**config.mk**
```make
export PLATFORM = sky130hd
export DESIGN_NAME = mem_port_arbiter
export DESIGN_NICKNAME = d
export VERILOG_FILES = /design/src/rtl/mem_port_arbiter.sv
export SDC_FILE = /design/constraint.sdc
export NUM_CORES = 1
export LEC_CHECK = 0
export CELL_PAD_IN_SITES_DETAIL_PLACEMENT = 1
export CELL_PAD_IN_SITES_GLOBAL_PLACEMENT = 1
export CORE_MARGIN = 4
export CORE_UTILIZATION = 12
export DETAILED_ROUTE_END_ITERATION = 6
export PLACE_DENSITY_LB_ADDON = 0.2
export SLEW_MARGIN = 20
export SYNTH_ARGS = -nofsm -noshare
export SYNTH_HDL_FRONTEND = slang
export SYNTH_SLANG_ARGS = --single-unit
```
**constraint.sdc**
```tcl
create_clock -name clk_i -period 3 [get_ports clk_i]
set_input_delay 0.75 -clock clk_i [delete_from_list [all_inputs] [get_ports clk_i]]
set_output_delay 0.75 -clock clk_i [all_outputs]
set_load 0.02 [all_outputs]
```
**src/rtl/mem_port_arbiter.sv**
```systemverilog
// mem_port_arbiter
//   Shares one single-ported memory between instruction fetch (IF) and
//   load/store (LSU). Uses a req/gnt/rvalid handshake with one transaction
//   outstanding at a time. LSU has fixed priority. A streak counter lets IF
//   win once LSU has won MAX_DSTREAK times in a row while IF was waiting.
//
// Ports
//   clk_i, rst_i                       clock, async active-high reset
//   instr_req_i/addr_i                 IF request and address (read only)
//   instr_gnt_o/rvalid_o/rdata_o       IF grant, response valid, read data
//   data_req_i/we_i/be_i/addr_i/wdata_i  LSU request and payload
//   data_gnt_o/rvalid_o/rdata_o        LSU grant, response valid, read data
//   mem_req_o/we_o/be_o/addr_o/wdata_o memory request and payload
//   mem_gnt_i/rvalid_i/rdata_i         memory grant and response
//   proto_err_o                        sticky: a response arrived with none outstanding
//
// Grants and responses are forwarded combinationally from the memory port.
module mem_port_arbiter #(
    parameter int unsigned MEM_AW      = 32,
    parameter int unsigned MEM_DW      = 32,
    parameter int unsigned MAX_DSTREAK = 4
) (
    input  logic                  clk_i,
    input  logic                  rst_i,
    input  logic                  instr_req_i,
    input  logic [MEM_AW-1:0]     instr_addr_i,
    output logic                  instr_gnt_o,
    output logic                  instr_rvalid_o,
    output logic [MEM_DW-1:0]     instr_rdata_o,
    input  logic                  data_req_i,
    input  logic                  data_we_i,
    input  logic [MEM_DW/8-1:0]   data_be_i,
    input  logic [MEM_AW-1:0]     data_addr_i,
    input  logic [MEM_DW-1:0]     data_wdata_i,
    output logic                  data_gnt_o,
    output logic                  data_rvalid_o,
    output logic [MEM_DW-1:0]     data_rdata_o,
    output logic                  mem_req_o,
    output logic                  mem_we_o,
    output logic [MEM_DW/8-1:0]   mem_be_o,
    output logic [MEM_AW-1:0]     mem_addr_o,
    output logic [MEM_DW-1:0]     mem_wdata_o,
    input  logic                  mem_gnt_i,
    input  logic                  mem_rvalid_i,
    input  logic [MEM_DW-1:0]     mem_rdata_i,
    output logic                  proto_err_o
);

    localparam int unsigned MEM_BW = MEM_DW / 8;
    // MAX_DSTREAK is limited to 1..15, so four bits always suffice.
    localparam int unsigned DSW    = 4;

    typedef enum logic [1:0] {
        ST_IDLE = 2'd0,
        ST_REQ  = 2'd1,
        ST_WAIT = 2'd2
    } state_e;

    typedef enum logic {
        OWN_IF  = 1'b0,
        OWN_LSU = 1'b1
    } owner_e;

    typedef struct packed {
        logic              we;
        logic [MEM_BW-1:0] be;
        logic [MEM_AW-1:0] addr;
        logic [MEM_DW-1:0] wdata;
    } mem_cmd_t;

    state_e          state_q, state_d;
    owner_e          owner_q, owner_d;
    logic [DSW-1:0]  dstreak_q, dstreak_d;
    logic            proto_err_q, proto_err_d;

    logic            win_lsu_c;
    logic            sel_lsu_c;
    logic            grant_c;
    logic            mem_req_c;
    logic            instr_gnt_c, data_gnt_c;
    logic            instr_rvalid_c, data_rvalid_c;
    mem_cmd_t        if_cmd_c, lsu_cmd_c, cmd_c;

    // LSU wins unless IF is waiting and the streak limit has been reached.
    assign win_lsu_c = data_req_i && !(instr_req_i && (dstreak_q == DSW'(MAX_DSTREAK)));

    // Per-requester memory payloads; IF is always a full-word read.
    always_comb begin
        if_cmd_c       = '0;
        if_cmd_c.we    = 1'b0;
        if_cmd_c.be    = '1;
        if_cmd_c.addr  = instr_addr_i;
        if_cmd_c.wdata = '0;

        lsu_cmd_c       = '0;
        lsu_cmd_c.we    = data_we_i;
        lsu_cmd_c.be    = data_be_i;
        lsu_cmd_c.addr  = data_addr_i;
        lsu_cmd_c.wdata = data_wdata_i;
    end

    // State register.
    always_ff @(posedge clk_i or posedge rst_i) begin
        if (rst_i) begin
            state_q     <= ST_IDLE;
            owner_q     <= OWN_IF;
            dstreak_q   <= '0;
            proto_err_q <= 1'b0;
        end else begin
            state_q     <= state_d;
            owner_q     <= owner_d;
            dstreak_q   <= dstreak_d;
            proto_err_q <= proto_err_d;
        end
    end

    // Next-state and handshake decode.
    always_comb begin
        state_d        = state_q;
        owner_d        = owner_q;
        proto_err_d    = proto_err_q;
        sel_lsu_c      = (owner_q == OWN_LSU);
        grant_c        = 1'b0;
        mem_req_c      = 1'b0;
        instr_gnt_c    = 1'b0;
        data_gnt_c     = 1'b0;
        instr_rvalid_c = 1'b0;
        data_rvalid_c  = 1'b0;

        case (state_q)
            ST_IDLE: begin
                sel_lsu_c = win_lsu_c;
                if (instr_req_i || data_req_i) begin
                    mem_req_c = 1'b1;
                    owner_d   = win_lsu_c ? OWN_LSU : OWN_IF;
                    if (mem_gnt_i) begin
                        grant_c = 1'b1;
                        state_d = ST_WAIT;
                    end else begin
                        state_d = ST_REQ;
                    end
                end
                if (mem_rvalid_i) begin
                    proto_err_d = 1'b1;
                end
            end
            ST_REQ: begin
                // Locked to the latched owner, even if it drops its request.
                mem_req_c = 1'b1;
                if (mem_gnt_i) begin
                    grant_c = 1'b1;
                    state_d = ST_WAIT;
                end
                if (mem_rvalid_i) begin
                    proto_err_d = 1'b1;
                end
            end
            ST_WAIT: begin
                if (mem_rvalid_i) begin
                    if (owner_q == OWN_LSU) begin
                        data_rvalid_c = 1'b1;
                    end else begin
                        instr_rvalid_c = 1'b1;
                    end
                    state_d = ST_IDLE;
                end
            end
            default: begin
                state_d = ST_IDLE;
            end
        endcase

        if (grant_c) begin
            if (sel_lsu_c) begin
                data_gnt_c = 1'b1;
            end else begin
                instr_gnt_c = 1'b1;
            end
        end
    end

    // Streak counter: counts LSU grants that left IF waiting, saturating.
    always_comb begin
        dstreak_d = dstreak_q;
        if (grant_c) begin
            if (sel_lsu_c && instr_req_i) begin
                if (dstreak_q < DSW'(MAX_DSTREAK)) begin
                    dstreak_d = dstreak_q + DSW'(1);
                end
            end else begin
                dstreak_d = '0;
            end
        end
    end

    assign cmd_c = sel_lsu_c ? lsu_cmd_c : if_cmd_c;

    assign mem_we_o    = cmd_c.we;
    assign mem_be_o    = cmd_c.be;
    assign mem_addr_o  = cmd_c.addr;
    assign mem_wdata_o = cmd_c.wdata;

    // Handshake outputs are held low for as long as reset is asserted.
    assign mem_req_o      = mem_req_c      & ~rst_i;
    assign instr_gnt_o    = instr_gnt_c    & ~rst_i;
    assign data_gnt_o     = data_gnt_c     & ~rst_i;
    assign instr_rvalid_o = instr_rvalid_c & ~rst_i;
    assign data_rvalid_o  = data_rvalid_c  & ~rst_i;

    assign instr_rdata_o = mem_rdata_i;
    assign data_rdata_o  = mem_rdata_i;
    assign proto_err_o   = proto_err_q;

endmodule

```
==> impl_results.md <==
- Outcome: complete, but fails checks
- Violated checks: setup timing
- Total gr overflow: 0
- Num rows: 41
- Synth Instances: 187
- CP Class: in2out
- Die width: 122 um
- Final HPWL DP: 6180 um
- Final WL: 7800 um
- First-pass GRT wire length: 11300 um
- MaxCap Viol Count: 0
- Antenna Nets Post-Route: 0
- Port buffer count: 181
- RD Place Congestion: 0.704
- Final Total Pwr: 1.81 mW
- Post-synthesis sequential element count: 8
- Final Max Slew Viols: 0
- Req. time, crit path: 2.25 ns
- GRT Total Usage: 9.85%
- Clock slew at reported path FFs: 0.04 ns
- LEAKAGE: 1.56 nW
- DR vias: 1781
- H-tree levels: 1
- Router iterations before antenna repair: 4
- CTS tree: built
- Hold path depth: 1
- Initial core utilization: 12.3%
- Share of layout cells above drive strength 1: 46.8%
- Top-area cell type share of the netlist area: 32.0%
- Fill cells: 1511
- DRT iter0 DRCs: 29
- Crit path DAT: 2.39 ns
- Clock latency on the worst-skew pair: 0.23 ns
- Die height: 122 um
- Initial antenna violation count: 0
- Synth warn: 0
- Vias in the first global route: 2078
- Num CTS Buffers: 3
- Vias per cell: 3.53
- CTS root buffer: clkbuf_16
- Setup TNS: -0.729 ns
- Crit path time final: 3.14 ns
- Crit path launch type: input port
- Finished Core Util: 27.3%
- Setup violations, final: 28
- Deepest clock path buffer count: 2
- Hold Path Class: reg2reg
- Syn Area/Cell: 8.27 um2
- RSZ-0062 raised after global routing: true
- Synth area leader: buf_4
- Relative slew slack: 79.3%
- NumNets Final: 476
- VDD IR-drop max: 145 uV
- Commonest non-fill, non-tap cell in the layout: clkdlybuf4s50_1
- Worst setup margin: -0.141 ns
- Worst slack, placed: -0.721 ns
- Slew @ Worst Pin: 0.307 ns
- Reg area: 200 um2
- Avg WL per Cell: 15.4 um
- Library cells used by synthesis: 27
- Netlist area before placement: 0.00155 mm2
- Clk sinks: 8
- Pin count of the biggest net entering global routing: 24
- Crit path max fanout: 4
- ANT cells: 0
- Clock skew: 0.00136 ns
- Most frequent cells in the layout: clkdlybuf4s50_1, buf_6, buf_4
- Area of the multi-input gates: 893 um2
- Top-Level Pins: 278
- Fmax: 318 MHz
- Synth area leaders: buf_4, mux2_2, and2_1
- Nature of the critical path endpoint: primary output
- Die area: 0.0148 mm2
- Core box area: 0.0126 mm2
- Synth-to-Final Area Change: 123%
- Detailed-route DRC error count: 0
- Period utilisation layout: 105%
- Syn Nets: 328
- Final hold viol count: 0
- Proportion of synthesized chip area in sequential cells: 12.9%
- Pwr dens: 527 mW/mm2
- FF-to-FF path depth: 10
==> metrics by stage <==
stage / hold WS (ns) / cell area, um2 / std cells
2_1_floorplan: 0.478 / 1550 / 187
3_3_place_gp: 0.461 / 3200 / 484
3_5_place_dp: 0.473 / 3200 / 484
4_1_cts: 0.481 / 3390 / 503
5_1_grt: 0.505 / 3450 / 505
6_report: 0.478 / 3450 / 505
==> kinds of logic (layout without fill, tap and decap cells) <==
| group | Yosys count | in the layout | synth area share [%] |
|---|---|---|---|
| and+or+nand+nor | 56 | 56 | 21.9 |
| adders and majority gates | 2 | 2 | 1.62 |
| buffers and inverters | 79 | 225 | 35.4 |
| DFF | 8 | 8 | 12.9 |
| AOI/OAI and AO/OA | 9 | 9 | 4.13 |
| muxes | 33 | 33 | 23.9 |
==> sequential cells by signal, summed over array words and instances (netlist names) <==
register and flops:
proto_err_o 1, state_q 2, dstreak_q 4, owner_q 1
==> what timing repair did <==
action / in CTS / in global routing
cloned: 5 / 0
endpoints found under the setup margin: 73 / 36
resized for setup: 233 / 154
pin swaps: 1 / 2
hold buffers: 0 / 0
buffers inserted: 11 / 5
==> path summary, 6_finish.rpt <==
| path | start | slack, ns | to |
|---|---|---|---|
| worst min register to register | proto_err_o | 0.48 | proto_err_o |
| min in group asynchronous | rst_i | 1.07 | owner_q |
| max in group asynchronous | rst_i | 1.80 | dstreak_q[2] |
| worst max-delay path | instr_req_i | -0.14 | mem_addr_o[4] |
| worst max register to register | dstreak_q[1] | 0.97 | dstreak_q[1] |
| worst min-delay path | proto_err_o | 0.48 | proto_err_o |
==> critical path, cell delays in order <==
cell,delay [ns]
buf_6,0.09
and4b_1,0.21
o41ai_4,0.33
buf_6,0.19
buf_12,0.11
buf_12,0.09
buf_16,0.10
buf_6,0.09
mux2_4,0.29
buf_6,0.13
==> cell usage after synthesis, drive strengths merged <==
master   n
nor4     1
ha       2
buf     69
clkbuf   3
nor3     4
nand4    1
and3     1
a21oi    2
a31oi    1
mux2    32
o21ai    2
inv      7
dfrtp    8
a21o     1
o41ai    1
nand2    1
nor2     4
nor2b    2
and4b    1
mux2i    1
o22ai    1
or3      1
nand2b   5
nor4b    1
o21bai   1
and2    34
==> per-layer routing <==
layer / track usage [%] / vias up / routed length [um]
met1: 10.1 / 816 / 2480
met3: 2.42 / 39 / 582
met2: 18.8 / 87 / 4440
li1: - / 839 / -
met4: 4.20 / 0 / 300
met5: 0 / - / 0
==> where the power goes <==
group	internal, mW	switching, mW	total, mW
clock network	0.172	0.0554	0.228
logic	0.809	0.636	1.44
registers	0.124	0.0177	0.142
total	1.11	0.709	1.81
==> area by class of cell <==
type                       count  share of cell area, %
clock buffer                   3                   2.18
multi-input combinational    100                   25.9
inverter                       7                  0.763
tap                          172                   6.25
timing repair buffer         215                   59.1
sequential                     8                   5.81
(Power assumes the default switching activity.)
